`src/rtl/adder_arbiter_pkg.sv`:
```
// Shared encodings for the adder arbiter: FSM state values and response flag bit positions.
// Used by adder_arbiter (ADD_ARB_STATS_EN optional) and adder16_flags.
package add_arb_pkg;

   localparam logic [1:0] IDLE    = 2'd0;
   localparam logic [1:0] COMPUTE = 2'd1;
   localparam logic [1:0] HOLD    = 2'd2;

   typedef enum logic [1:0] {
      ST_IDLE    = IDLE,
      ST_COMPUTE = COMPUTE,
      ST_HOLD    = HOLD
   } arb_state_e;

   localparam int FLG_W  = 5;
   localparam int FLG_SN = 4;
   localparam int FLG_ZR = 3;
   localparam int FLG_CY = 2;
   localparam int FLG_P  = 1;
   localparam int FLG_V  = 0;

endpackage

```
`src/rtl/adder_arbiter_if.sv`:
```
// Request/response bundle between client blocks (master) and the adder arbiter (slave).
interface adder_arbiter_if #(
   parameter int NREQ = 4,
   parameter int W    = 16
) ();
   localparam int ID_W = $clog2(NREQ);

   logic [NREQ-1:0]   req_valid;
   logic [NREQ-1:0]   req_ready;
   logic [NREQ*W-1:0] req_a;
   logic [NREQ*W-1:0] req_b;
   logic              rsp_valid;
   logic              rsp_ready;
   logic [ID_W-1:0]   rsp_id;
   logic [W-1:0]      rsp_sum;
   logic [4:0]        rsp_flags;

   modport master (
      output req_valid, req_a, req_b, rsp_ready,
      input  req_ready, rsp_valid, rsp_id, rsp_sum, rsp_flags
   );

   modport slave (
      input  req_valid, req_a, req_b, rsp_ready,
      output req_ready, rsp_valid, rsp_id, rsp_sum, rsp_flags
   );
endinterface

```
`src/rtl/adder_arbiter_adder16_flags.sv`:
```
// Combinational W-bit adder producing the sum and the {sn,ZR,CY,P,V} flag vector.
module adder16_flags
   import add_arb_pkg::*;
#(
   parameter int W = 16
) (
   input  logic [W-1:0]     a,
   input  logic [W-1:0]     b,
   output logic [W-1:0]     sum,
   output logic [FLG_W-1:0] flags
);

   logic [W:0] full_s;

   function automatic logic even_parity(input logic [W-1:0] v);
      return ~^v;
   endfunction

   // Sum with carry and derived flags; V is signed overflow of a two's-complement add.
   always_comb begin
      full_s         = {1'b0, a} + {1'b0, b};
      sum            = full_s[W-1:0];
      flags          = '0;
      flags[FLG_SN]  = full_s[W-1];
      flags[FLG_ZR]  = (full_s[W-1:0] == '0);
      flags[FLG_CY]  = full_s[W];
      flags[FLG_P]   = even_parity(full_s[W-1:0]);
      flags[FLG_V]   = (a[W-1] == b[W-1]) && (full_s[W-1] != a[W-1]);
   end

endmodule

```
`src/rtl/adder_arbiter.sv`:
```
// Round-robin arbiter sharing one adder among NREQ requesters; one response in flight at a time.
// Optional per-requester grant counters when ADD_ARB_STATS_EN is defined.
module adder_arbiter
   import add_arb_pkg::*;
#(
   parameter int NREQ   = 4,
   parameter int W      = 16
`ifdef ADD_ARB_STATS_EN
   ,
   parameter int STAT_W = 16
`endif
) (
   input  logic                    clk,
   input  logic                    rst,
   adder_arbiter_if.slave          bus,
   output logic                    busy
`ifdef ADD_ARB_STATS_EN
   ,
   output logic [NREQ*STAT_W-1:0]  grant_cnt
`endif
);

   localparam int ID_W = $clog2(NREQ);

   arb_state_e       state_q, state_d;
   logic [ID_W-1:0]  ptr_q, ptr_d;
   logic [ID_W-1:0]  id_q, id_d;
   logic [W-1:0]     a_q, a_d;
   logic [W-1:0]     b_q, b_d;
   logic             rsp_valid_q, rsp_valid_d;
   logic [W-1:0]     rsp_sum_q, rsp_sum_d;
   logic [FLG_W-1:0] rsp_flags_q, rsp_flags_d;
   logic [NREQ-1:0]  req_ready_s;
   logic [ID_W:0]    pick_s;
   logic [W-1:0]     sum_s;
   logic [FLG_W-1:0] flags_s;

   // Returns {found, index} of the first valid requester at or after ptr, wrapping.
   function automatic logic [ID_W:0] pick(input logic [NREQ-1:0] valid, input logic [ID_W-1:0] ptr);
      logic [ID_W:0] res;
      int            idx;
      res = '0;
      for (int k = NREQ - 1; k >= 0; k--) begin
         idx = (int'(ptr) + k) % NREQ;
         res = valid[idx] ? {1'b1, idx[ID_W-1:0]} : res;
      end
      return res;
   endfunction

   assign pick_s = pick(bus.req_valid, ptr_q);

   adder16_flags #(.W(W)) u_adder (
      .a     (a_q),
      .b     (b_q),
      .sum   (sum_s),
      .flags (flags_s)
   );

   // Next-state and next-register values for the arbitration FSM.
   always_comb begin
      state_d     = state_q;
      ptr_d       = ptr_q;
      id_d        = id_q;
      a_d         = a_q;
      b_d         = b_q;
      rsp_valid_d = rsp_valid_q;
      rsp_sum_d   = rsp_sum_q;
      rsp_flags_d = rsp_flags_q;
      req_ready_s = '0;
      case (state_q)
         ST_IDLE: begin
            if (pick_s[ID_W]) begin
               req_ready_s[pick_s[ID_W-1:0]] = 1'b1;
               id_d    = pick_s[ID_W-1:0];
               a_d     = bus.req_a[int'(pick_s[ID_W-1:0])*W +: W];
               b_d     = bus.req_b[int'(pick_s[ID_W-1:0])*W +: W];
               state_d = ST_COMPUTE;
            end else begin
               state_d = ST_IDLE;
            end
         end
         ST_COMPUTE: begin
            rsp_sum_d   = sum_s;
            rsp_flags_d = flags_s;
            rsp_valid_d = 1'b1;
            state_d     = ST_HOLD;
         end
         ST_HOLD: begin
            if (bus.rsp_ready) begin
               rsp_valid_d = 1'b0;
               // The pointer moves only once the response drains, so the next winner follows the served id.
               ptr_d       = (id_q == ID_W'(NREQ - 1)) ? '0 : id_q + ID_W'(1);
               state_d     = ST_IDLE;
            end else begin
               state_d     = ST_HOLD;
            end
         end
         default: begin
            rsp_valid_d = 1'b0;
            state_d     = ST_IDLE;
         end
      endcase
   end

   // FSM and response registers.
   always_ff @(posedge clk) begin
      if (rst) begin
         state_q     <= ST_IDLE;
         ptr_q       <= '0;
         id_q        <= '0;
         a_q         <= '0;
         b_q         <= '0;
         rsp_valid_q <= 1'b0;
         rsp_sum_q   <= '0;
         rsp_flags_q <= '0;
      end else begin
         state_q     <= state_d;
         ptr_q       <= ptr_d;
         id_q        <= id_d;
         a_q         <= a_d;
         b_q         <= b_d;
         rsp_valid_q <= rsp_valid_d;
         rsp_sum_q   <= rsp_sum_d;
         rsp_flags_q <= rsp_flags_d;
      end
   end

   assign bus.req_ready = req_ready_s;
   assign bus.rsp_valid = rsp_valid_q;
   assign bus.rsp_id    = id_q;
   assign bus.rsp_sum   = rsp_sum_q;
   assign bus.rsp_flags = rsp_flags_q;
   assign busy          = (state_q != ST_IDLE);

`ifdef ADD_ARB_STATS_EN
   logic [NREQ*STAT_W-1:0] cnt_q, cnt_d;

   // Saturating grant counters, one per requester.
   always_comb begin
      cnt_d = cnt_q;
      for (int i = 0; i < NREQ; i++) begin
         if (bus.req_valid[i] && req_ready_s[i] && (cnt_q[i*STAT_W +: STAT_W] != {STAT_W{1'b1}})) begin
            cnt_d[i*STAT_W +: STAT_W] = cnt_q[i*STAT_W +: STAT_W] + STAT_W'(1);
         end else begin
            cnt_d[i*STAT_W +: STAT_W] = cnt_q[i*STAT_W +: STAT_W];
         end
      end
   end

   // Grant counter registers.
   always_ff @(posedge clk) begin
      if (rst) begin
         cnt_q <= '0;
      end else begin
         cnt_q <= cnt_d;
      end
   end

   assign grant_cnt = cnt_q;
`endif

endmodule

```
`src/flat_wrapper.sv`:
```
// flat-port wrapper written by rule: the top's interface ports become plain ports
module adder_arbiter_flat import add_arb_pkg::*;
#(
   parameter int NREQ   = 4,
   parameter int W      = 16

)
  (clk, rst, busy, bus_req_valid, bus_req_a, bus_req_b, bus_rsp_ready, bus_req_ready, bus_rsp_valid, bus_rsp_id, bus_rsp_sum, bus_rsp_flags);
  adder_arbiter_if #(.NREQ(NREQ), .W(W)) bus_i ();
  input  logic clk;
  input  logic rst;
  output logic busy;
  input wire logic [$bits(bus_i.req_valid)-1:0] bus_req_valid;
  input wire logic [$bits(bus_i.req_a)-1:0] bus_req_a;
  input wire logic [$bits(bus_i.req_b)-1:0] bus_req_b;
  input wire logic [$bits(bus_i.rsp_ready)-1:0] bus_rsp_ready;
  output wire logic [$bits(bus_i.req_ready)-1:0] bus_req_ready;
  output wire logic [$bits(bus_i.rsp_valid)-1:0] bus_rsp_valid;
  output wire logic [$bits(bus_i.rsp_id)-1:0] bus_rsp_id;
  output wire logic [$bits(bus_i.rsp_sum)-1:0] bus_rsp_sum;
  output wire logic [$bits(bus_i.rsp_flags)-1:0] bus_rsp_flags;
  assign bus_i.req_valid = bus_req_valid;
  assign bus_i.req_a = bus_req_a;
  assign bus_i.req_b = bus_req_b;
  assign bus_i.rsp_ready = bus_rsp_ready;
  assign bus_req_ready = bus_i.req_ready;
  assign bus_rsp_valid = bus_i.rsp_valid;
  assign bus_rsp_id = bus_i.rsp_id;
  assign bus_rsp_sum = bus_i.rsp_sum;
  assign bus_rsp_flags = bus_i.rsp_flags;
  adder_arbiter #(.NREQ(NREQ), .W(W)) u_core (.clk(clk), .rst(rst), .bus(bus_i), .busy(busy));
endmodule
```
`config.mk`:
```
export PLATFORM = sky130hd
export DESIGN_NAME = adder_arbiter_flat
export DESIGN_NICKNAME = d
export VERILOG_FILES = /design/src/rtl/adder_arbiter_pkg.sv /design/src/rtl/adder_arbiter_if.sv /design/src/rtl/adder_arbiter_adder16_flags.sv /design/src/rtl/adder_arbiter.sv /design/src/flat_wrapper.sv
export SDC_FILE = /design/constraint.sdc
export NUM_CORES = 1
export LEC_CHECK = 0
export ABC_CLOCK_PERIOD_IN_PS = 4100
export BUFFER_PORTS_ARGS = -buffer_cell sky130_fd_sc_hd__buf_2
export CAP_MARGIN = 20
export CORE_ASPECT_RATIO = 1.2
export CORE_MARGIN = 4
export CORE_UTILIZATION = 32
export CTS_BUF_LIST = sky130_fd_sc_hd__clkbuf_8 sky130_fd_sc_hd__clkbuf_16
export CTS_CLUSTER_SIZE = 28
export DETAILED_ROUTE_END_ITERATION = 10
export GPL_TIMING_DRIVEN = 1
export PLACE_DENSITY = 0.55
export SETUP_SLACK_MARGIN = 0.1
export SKIP_LAST_GASP = 1
export SLEW_MARGIN = 5
export SYNTH_ARGS = -nofsm -noshare
export SYNTH_HDL_FRONTEND = slang
export SYNTH_SLANG_ARGS = --single-unit
```
`constraint.sdc`:
```
create_clock -name clk -period 4.1 [get_ports clk]
set_clock_uncertainty 0.05 [all_clocks]
set_input_delay 0.41 -clock clk [delete_from_list [all_inputs] [get_ports clk]]
set_output_delay 0.41 -clock clk [all_outputs]
set_load 0.03 [all_outputs]
```
==> implementation parameters, run 1 <==
Parameter                              Value

Yosys
  Fraction of post-synthesis cell area in the top cell type by area ... 29.2%
  Area contributors post-synth ... sky130_fd_sc_hd__dfxtp_1 (29%), sky130_fd_sc_hd__nand2_1 (11%), sky130_fd_sc_hd__a311o_1 (7.9%), sky130_fd_sc_hd__a21oi_1 (7.7%), sky130_fd_sc_hd__ha_1 (7.4%)
  Total nets after synthesis ... 688
  Synthesized area per cell ... 7.67 µm²
  Post-Synthesis Cells ... 528
  Total standard cell area after synthesis ... 4050 µm²
  Most used DFF post-synth ... sky130_fd_sc_hd__dfxtp_1
  Fraction of synthesis flops using an asynchronous set or reset pin ... 0%
  Number of synthesized flops with an enable pin ... 0
  Largest area contributor in the netlist ... sky130_fd_sc_hd__dfxtp_1
  Number of library cell types mapped by synthesis ... 46
  Count of yosys warnings during synthesis ... 0
  Share of synthesized area occupied by flip-flops and latches ... 29.2%
  Register bit total from synthesis ... 59

Floorplan
  Cell Rows ... 44
  Floorplan die area ... 14500 µm²
  Core Area ... 12200 µm²
  IO Pins ... 164
  Starting Density ... 33.1%
  Horizontal die dimension ... 111 µm
  Vert. Die Dim ... 131 µm

Timing
  Upper clock frequency limit ... 275 MHz
  Setup repair after global routing missed its margin ... no
  Fin Hold WS ... 378 ps
  Fin. max-slew vios ... 0
  Final critical-path required period ... 3640 ps
  Number of hold violations in the final report ... 0
  Actual slew at the worst max-slew pin ... 962 ps
  Portion of the clock cycle consumed by the worst path in the final layout ... 88.8%
  Worst-case headroom to the max-slew limit ... 35.9%
  Final setup violation count ... 0
  Final TNS setup ... 0 ps

Drt
  Number of detailed-routing iterations run before antenna repair ... 4
  DRC Markers ... 0
  Total wire length ... 11900 µm
  Antenna-violating nets left ... 0
  Via-to-Cell Ratio ... 5.00
  Iter 0 DRT Violations ... 147
  WL per Instance ... 14.3 µm
  Via Count ... 4166

Cells and area
  Sequential cell area in the final layout ... 1180 µm²
  Non-filler instance count after layout ... 833
  Net total in the final layout ... 827
  Ratio of cells with drive above 1 in the final layout ... 29.6%
  Post-synthesis to final-layout area growth ... 30.2%
  Count of inserted antenna diode cells ... 0
  Area of combinational cells with multiple inputs ... 2720 µm²
  Filler instances ... 1319
  Final core area utilization ... 43.1%

CTS
  Count of cells resized by post-cts repair ... 0
  Source-to-sink clock delay at the later pin of the worst-skew pair ... 330 ps
  H-tree Lvls ... 3
  Hold_buf cts ... 0
  Number of buffers created by CTS ... 9
  CTS max path bufs ... 2
  TritonCTS clock tree ... done
  Clk pin slew, worst setup/hold paths ... 60 ps
  Number of clock sinks seen by CTS ... 59
  Number of setup buffers added after CTS ... 0
  Buffer type at the clock tree root ... sky130_fd_sc_hd__clkbuf_16

Worst setup path
  Number of cells traversed by the worst register-to-register path ... 14
  Critical Path Start Type ... flip-flop
  CP Data Required Time ... 4300 ps
  Worst reg2reg endpoint ... u_core.bus.rsp_flags[1]
  Endpoint kind of the worst setup timing path ... flip-flop
  Type of the worst setup path ... reg -> reg
  Arrival time at the worst endpoint ... 3840 ps
  Crit Path Max Fanout ... 3
  Worst-case register-to-register setup slack ... 460 ps
  Reg-to-reg startpoint ... u_core.b_q[0]

Hold path
  Min-Delay Path Depth ... 4
  Worst min-delay path category ... in -> reg
  End point of the worst hold path ... u_core.bus.rsp_valid
  Critical hold path startpoint ... bus_rsp_ready

Pwr
  P_leak ... 0.00231 µW
  Power per cell area ... 431 nW/µm²
  Post-layout total power ... 2270 µW
  Largest vdd supply drop ... 218 µV

GRT
  Largest net degree at the start of global routing ... 70
  Antenna violations before repair ... 0
  Number of global-route vias before repair ... 4104
  Remaining global-route overflow ... 0
  Total routing usage reported by global routing ... 16.3%
  First-pass GRT wire length ... 19800 µm

Placement
  Post-detail-place hpwl ... 9320 µm
  Global placement routability congestion ... 0.806
  Number of I/O port buffers ... 163
  DP Cell Count ... 816

Outcome
  Result of the run ... finished, final reports clean

Run
  Max-capacitance violation count ... 0
## synthesized netlist by cell type, drive strengths merged (3+ instances only)
library cell,number
nand2,118
a21oi,62
dfxtp,59
a211oi,38
and2,33
a311o,32
nor2,31
clkbuf,29
ha,24
o21ai,15
buf,11
xnor2,11
xor2,10
nor3,7
inv,6
nor2b,5
a21o,4
nand3b,4
nand2b,3
nand4,3
o21bai,3
or3,3
## critical path, stage by stage, from the launching register on
cell	delay [ps]
sky130_fd_sc_hd__dfxtp_1	310
sky130_fd_sc_hd__ha_1	230
sky130_fd_sc_hd__fa_1	420
sky130_fd_sc_hd__a21o_1	240
sky130_fd_sc_hd__a311oi_2	350
sky130_fd_sc_hd__nor3_1	90
sky130_fd_sc_hd__nor2_1	200
sky130_fd_sc_hd__o21ai_0	160
sky130_fd_sc_hd__xnor2_1	210
sky130_fd_sc_hd__ha_1	280
sky130_fd_sc_hd__xnor2_1	140
sky130_fd_sc_hd__xnor2_1	180
sky130_fd_sc_hd__xnor2_1	160
sky130_fd_sc_hd__xnor3_1	340
sky130_fd_sc_hd__a211oi_2	210
## flip-flops by register name (all words and copies together) (netlist names)
name	flops
u_core.bus.rsp_flags	4
u_core.ptr_q	2
u_core.bus.rsp_id	2
u_core.b_q	16
u_core.a_q	16
u_core.bus.rsp_sum	16
u_core.bus.rsp_valid	1
u_core.state_q	2
## routing by layer
layer  GRT usage, %  wire, µm
met5              0         0
met4           5.34       193
met3           2.90       561
met2           27.6      5740
met1           20.9      5420
## layout make-up
| type | count | area share [%] |
|---|---|---|
| clock buffer | 9 | 4.27 |
| clock inverter | 7 | 1.02 |
| inverter | 6 | 0.427 |
| multi-input combinational | 423 | 51.6 |
| sequential | 59 | 22.4 |
| tap | 161 | 3.82 |
| timing repair buffer | 168 | 16.4 |
## placed cells by master, fill, tap and decap left out, types with 4 or more instances in the layout
cell type | synthesis | routed
sky130_fd_sc_hd__a211oi_1 | 37 | 37
sky130_fd_sc_hd__a21oi_1 | 62 | 62
sky130_fd_sc_hd__a311o_1 | 32 | 32
sky130_fd_sc_hd__and2_0 | 12 | 12
sky130_fd_sc_hd__and2_1 | 21 | 21
sky130_fd_sc_hd__buf_2 | 6 | 163
sky130_fd_sc_hd__buf_4 | 1 | 4
sky130_fd_sc_hd__clkbuf_16 | 0 | 9
sky130_fd_sc_hd__dfxtp_1 | 59 | 59
sky130_fd_sc_hd__ha_1 | 24 | 24
sky130_fd_sc_hd__inv_1 | 6 | 6
sky130_fd_sc_hd__nand2_1 | 118 | 118
sky130_fd_sc_hd__nand3b_1 | 4 | 4
sky130_fd_sc_hd__nor2_1 | 31 | 31
sky130_fd_sc_hd__nor2b_1 | 5 | 5
sky130_fd_sc_hd__nor3_1 | 7 | 6
sky130_fd_sc_hd__o21ai_0 | 14 | 14
sky130_fd_sc_hd__xnor2_1 | 11 | 11
sky130_fd_sc_hd__xor2_1 | 9 | 9
## worst max path at each step
stage	startpoint	to	slack (ps)	depth (start not counted)
final	u_core.b_q[0]	u_core.bus.rsp_flags[1]	460	14
after global routing	u_core.b_q[0]	u_core.bus.rsp_flags[1]	190	14
after CTS	u_core.b_q[0]	u_core.bus.rsp_flags[1]	320	14
after detailed placement	u_core.b_q[0]	u_core.bus.rsp_flags[1]	340	14
after global placement	u_core.b_q[0]	u_core.bus.rsp_flags[1]	390	14
after floorplan	u_core.b_q[0]	u_core.bus.rsp_flags[1]	680	14
## power by group
part | internal, µW | switching [µW] | total, µW
clock network | 411 | 273 | 684
logic | 422 | 486 | 908
registers | 640 | 42.9 | 683
## through the flow
stage | setup slack, ps | area (µm²)
2_1_floorplan | 678 | 4050
5_1_grt | 190 | 5270
6_report | 460 | 5270
3_3_place_gp | 393 | 4970
3_5_place_dp | 337 | 4970
4_1_cts | 324 | 5250
## cells by family after synthesis
| logic type | count (synthesis) | synth area share, % |
|---|---|---|
| multiplexers | 2 | 0.494 |
| buffers and inverters | 46 | 4.54 |
| AND/OR/NAND/NOR | 210 | 23.4 |
| flip-flops | 59 | 29.2 |
| adder cells (fa/ha/maj) | 25 | 7.91 |
| AO/OA/AOI/OAI | 164 | 29.3 |
| XOR/XNOR | 22 | 5.28 |
Power figures use the tool's default switching activity.
==> inputs of run 2 (changes only) <==
PLACE_DENSITY = default   (was 0.55)
==> implementation parameters, run 2 (same netlist as run 1, synthesis figures left out) <==
Parameter                              Value

Outcome
  Result of the run ... finished, final reports clean (unchanged)

Cells and area
  Sequential cell area in the final layout ... 1180 µm² (unchanged)
  Count of inserted antenna diode cells ... 0 (unchanged)
  Most common cell after layout, fill and taps aside ... sky130_fd_sc_hd__buf_2 (unchanged)
  Top library cells by usage in the layout, fill and taps aside ... sky130_fd_sc_hd__buf_2 (163), sky130_fd_sc_hd__nand2_1 (118), sky130_fd_sc_hd__a21oi_1 (62), sky130_fd_sc_hd__dfxtp_1 (59), sky130_fd_sc_hd__a211oi_1 (37) (unchanged)
  Ratio of cells with drive above 1 in the final layout ... 29.4% (was 29.6%)
  Area of combinational cells with multiple inputs ... 2720 µm² (unchanged)
  Post-synthesis to final-layout area growth ... 31.2% (was 30.2%)
  Filler instances ... 1277 (was 1319)
  Net total in the final layout ... 826 (was 827)

GRT
  First-pass GRT wire length ... 19000 µm (was 19800 µm)
  Antenna violations before repair ... 0 (unchanged)
  Largest net degree at the start of global routing ... 70 (unchanged)
  Number of global-route vias before repair ... 4098 (was 4104)
  Remaining global-route overflow ... 0 (unchanged)
  Total routing usage reported by global routing ... 15.7% (was 16.3%)

Hold path
  Worst min-delay path category ... in -> reg (unchanged)
  Critical hold path startpoint ... bus_rsp_ready (unchanged)
  Min-Delay Path Depth ... 4 (unchanged)

CTS
  Number of clock sinks seen by CTS ... 59 (unchanged)
  Number of buffers created by CTS ... 9 (unchanged)
  Source-to-sink clock delay at the later pin of the worst-skew pair ... 330 ps (about the same)
  Count of cells resized by post-cts repair ... 0 (unchanged)
  CTS max path bufs ... 2 (unchanged)
  TritonCTS clock tree ... done (unchanged)
  H-tree Lvls ... 3 (unchanged)
  Clk pin slew, worst setup/hold paths ... 50 ps (was 60 ps)
  Number of setup buffers added after CTS ... 0 (unchanged)
  Buffer type at the clock tree root ... sky130_fd_sc_hd__clkbuf_16 (unchanged)
  Hold_buf cts ... 0 (unchanged)

Worst setup path
  Cell family with most CP delay ... XOR/XNOR gates (unchanged)
  Arrival time at the worst endpoint ... 3830 ps (was 3840 ps)
  Worst path cell trace ... ha_1, fa_1, a21o_1, a311oi_2, nor3_1, nor2_1, o21ai_0, xnor2_1, ha_1, xnor2_1, xnor2_1, xnor2_1, xnor3_1, a211oi_2 (unchanged)
  Crit-path most repeated cell ... sky130_fd_sc_hd__xnor2_1 (unchanged)
  Endpoint kind of the worst setup timing path ... flip-flop (unchanged)
  Critical Path Start ... u_core.b_q[0] (unchanged)
  CP Data Required Time ... 4300 ps (about the same)
  Number of stages on the worst setup path ... 14 (unchanged)
  End of the critical path ... u_core.bus.rsp_flags[1] (unchanged)
  Crit Path Max Fanout ... 3 (unchanged)
  Worst stage delay on the critical path ... 410 ps (was 420 ps)
  Number of cells traversed by the worst register-to-register path ... 14 (unchanged)
  Worst reg2reg endpoint ... u_core.bus.rsp_flags[1] (unchanged)
  Reg-to-reg startpoint ... u_core.b_q[0] (unchanged)
  Number of buffers and inverters on the critical path ... 0 (unchanged)
  Critical Path Start Type ... flip-flop (unchanged)
  Worst-case register-to-register setup slack ... 460 ps (about the same)
  Type of the worst setup path ... reg -> reg (unchanged)
  Slowest CP cell ... sky130_fd_sc_hd__fa_1 (unchanged)

Timing
  Final TNS setup ... 0 ps (unchanged)
  Portion of the clock cycle consumed by the worst path in the final layout ... 88.7% (was 88.8%)
  Number of hold violations in the final report ... 0 (unchanged)
  Actual slew at the worst max-slew pin ... 967 ps (was 962 ps)
  Setup repair after global routing missed its margin ... no (unchanged)
  Final setup violation count ... 0 (unchanged)
  Worst-case headroom to the max-slew limit ... 35.5% (was 35.9%)
  Fin. max-slew vios ... 0 (unchanged)
  Upper clock frequency limit ... 275 MHz (about the same)
  Final critical-path required period ... 3640 ps (about the same)

Pwr
  Share of total power in the clock network ... 33.7% (was 30.1%)
  Internal power contribution ... 1620 µW (was 1470 µW)
  Logic gate share of total power ... 37.9% (was 39.9%)
  Power per cell area ... 451 nW/µm² (was 431 nW/µm²)
  Register share of total power ... 28.4% (was 30.0%)
  Post-layout total power ... 2400 µW (was 2270 µW)
  Switching part of the total ... 32.3% (was 35.3%)
  Net Sw Power ... 775 µW (was 802 µW)
  Largest vdd supply drop ... 250 µV (was 218 µV)
  P_leak ... 0.00234 µW (was 0.00231 µW)

Floorplan
  Cell Rows ... 44 (unchanged)
  IO Pins ... 164 (unchanged)
  Starting Density ... 33.1% (unchanged)
  Horizontal die dimension ... 111 µm (unchanged)
  Vert. Die Dim ... 131 µm (unchanged)
  Floorplan die area ... 14500 µm² (unchanged)
  Core Area ... 12200 µm² (unchanged)

Placement
  Number of I/O port buffers ... 163 (unchanged)
  Global placement routability congestion ... 0.812 (was 0.806)
  Post-detail-place hpwl ... 9200 µm (was 9320 µm)

Drt
  Iter 0 DRT Violations ... 146 (was 147)
  WL per Instance ... 13.9 µm (was 14.3 µm)
  Antenna-violating nets left ... 0 (unchanged)
  Via-to-Cell Ratio ... 5.01 (was 5.00)
  Total wire length ... 11600 µm (was 11900 µm)
  Via Count ... 4167 (was 4166)
  DRC Markers ... 0 (unchanged)
  Number of detailed-routing iterations run before antenna repair ... 4 (unchanged)

Run
  Max-capacitance violation count ... 0 (unchanged)
[run 2: changes by cell type in the layout (fill, tap and decap cells not counted)]
cell	delta
sky130_fd_sc_hd__clkinvlp_4	-2
sky130_fd_sc_hd__inv_6	-1
sky130_fd_sc_hd__bufinv_16	+2
sky130_fd_sc_hd__buf_4	-1
sky130_fd_sc_hd__clkbuf_8	+2
sky130_fd_sc_hd__inv_1	+1
sky130_fd_sc_hd__clkinv_4	-2
[run 2: cell type report]
class                           instances  share of cell area [%]
Multi-Input combinational cell        423                    51.2
Sequential cell                        59                    22.2
Timing Repair Buffer                  167                    16.1
Clock buffer                           11                    4.76
Tap cell                              161                    3.79
Clock inverter                          5                    1.44
Inverter                                6                   0.424
[run 2: routing by layer]
| metal | vias to the layer above | share of wire (%) | GRT usage (%) |
|---|---|---|---|
| met5 | - | 0 | 0 |
| met1 | 1860 | 45 | 19.6 |
| met3 | 14 | 4.6 | 2.71 |
| met4 | 0 | 1.9 | 6.50 |
| li1 | 2160 | - | - |
| met2 | 133 | 48 | 26.8 |
[run 2: how the worst min path moves through the flow]
| stage | slack (ps) | end |
|---|---|---|
| final | 370 | u_core.bus.rsp_valid |
| after global routing | 410 | u_core.bus.rsp_valid |
| after CTS | 370 | u_core.bus.rsp_valid |
| after detailed placement | 400 | u_core.b_q[0] |
| after global placement | 390 | u_core.bus.rsp_sum[1] |
| after floorplan | 390 | u_core.a_q[0] |
[run 2: worst min-delay path, stage by stage]
cell                      delay [ps]
sky130_fd_sc_hd__buf_2           100
sky130_fd_sc_hd__nor2_1           50
sky130_fd_sc_hd__nor2b_1         100
sky130_fd_sc_hd__nor3_1           50
[run 2: through the flow]
| step | setup slack, ps | area [µm²] | hold WS (ps) | instances | utilization (%) |
|---|---|---|---|---|---|
| floorplan | 678 | 4050 | 390 | 528 | - |
| global placement | 431 | 4980 | 395 | 816 | 40.7 |
| detailed placement | 372 | 4980 | 401 | 816 | 40.7 |
| CTS | 349 | 5310 | 370 | 832 | 43.4 |
| global route | 145 | 5320 | 410 | 832 | 43.5 |
| finish | 464 | 5320 | 374 | 832 | 43.5 |
[run 2: power groups by stage]
stage | registers (µW) | logic [µW] | clock network [µW]
final | 681 | 909 | 807
after global routing | 690 | 1010 | 846
after CTS | 682 | 919 | 822
after detailed placement | 694 | 912 | 0
after global placement | 692 | 901 | 0
after floorplan | 730 | 647 | 0
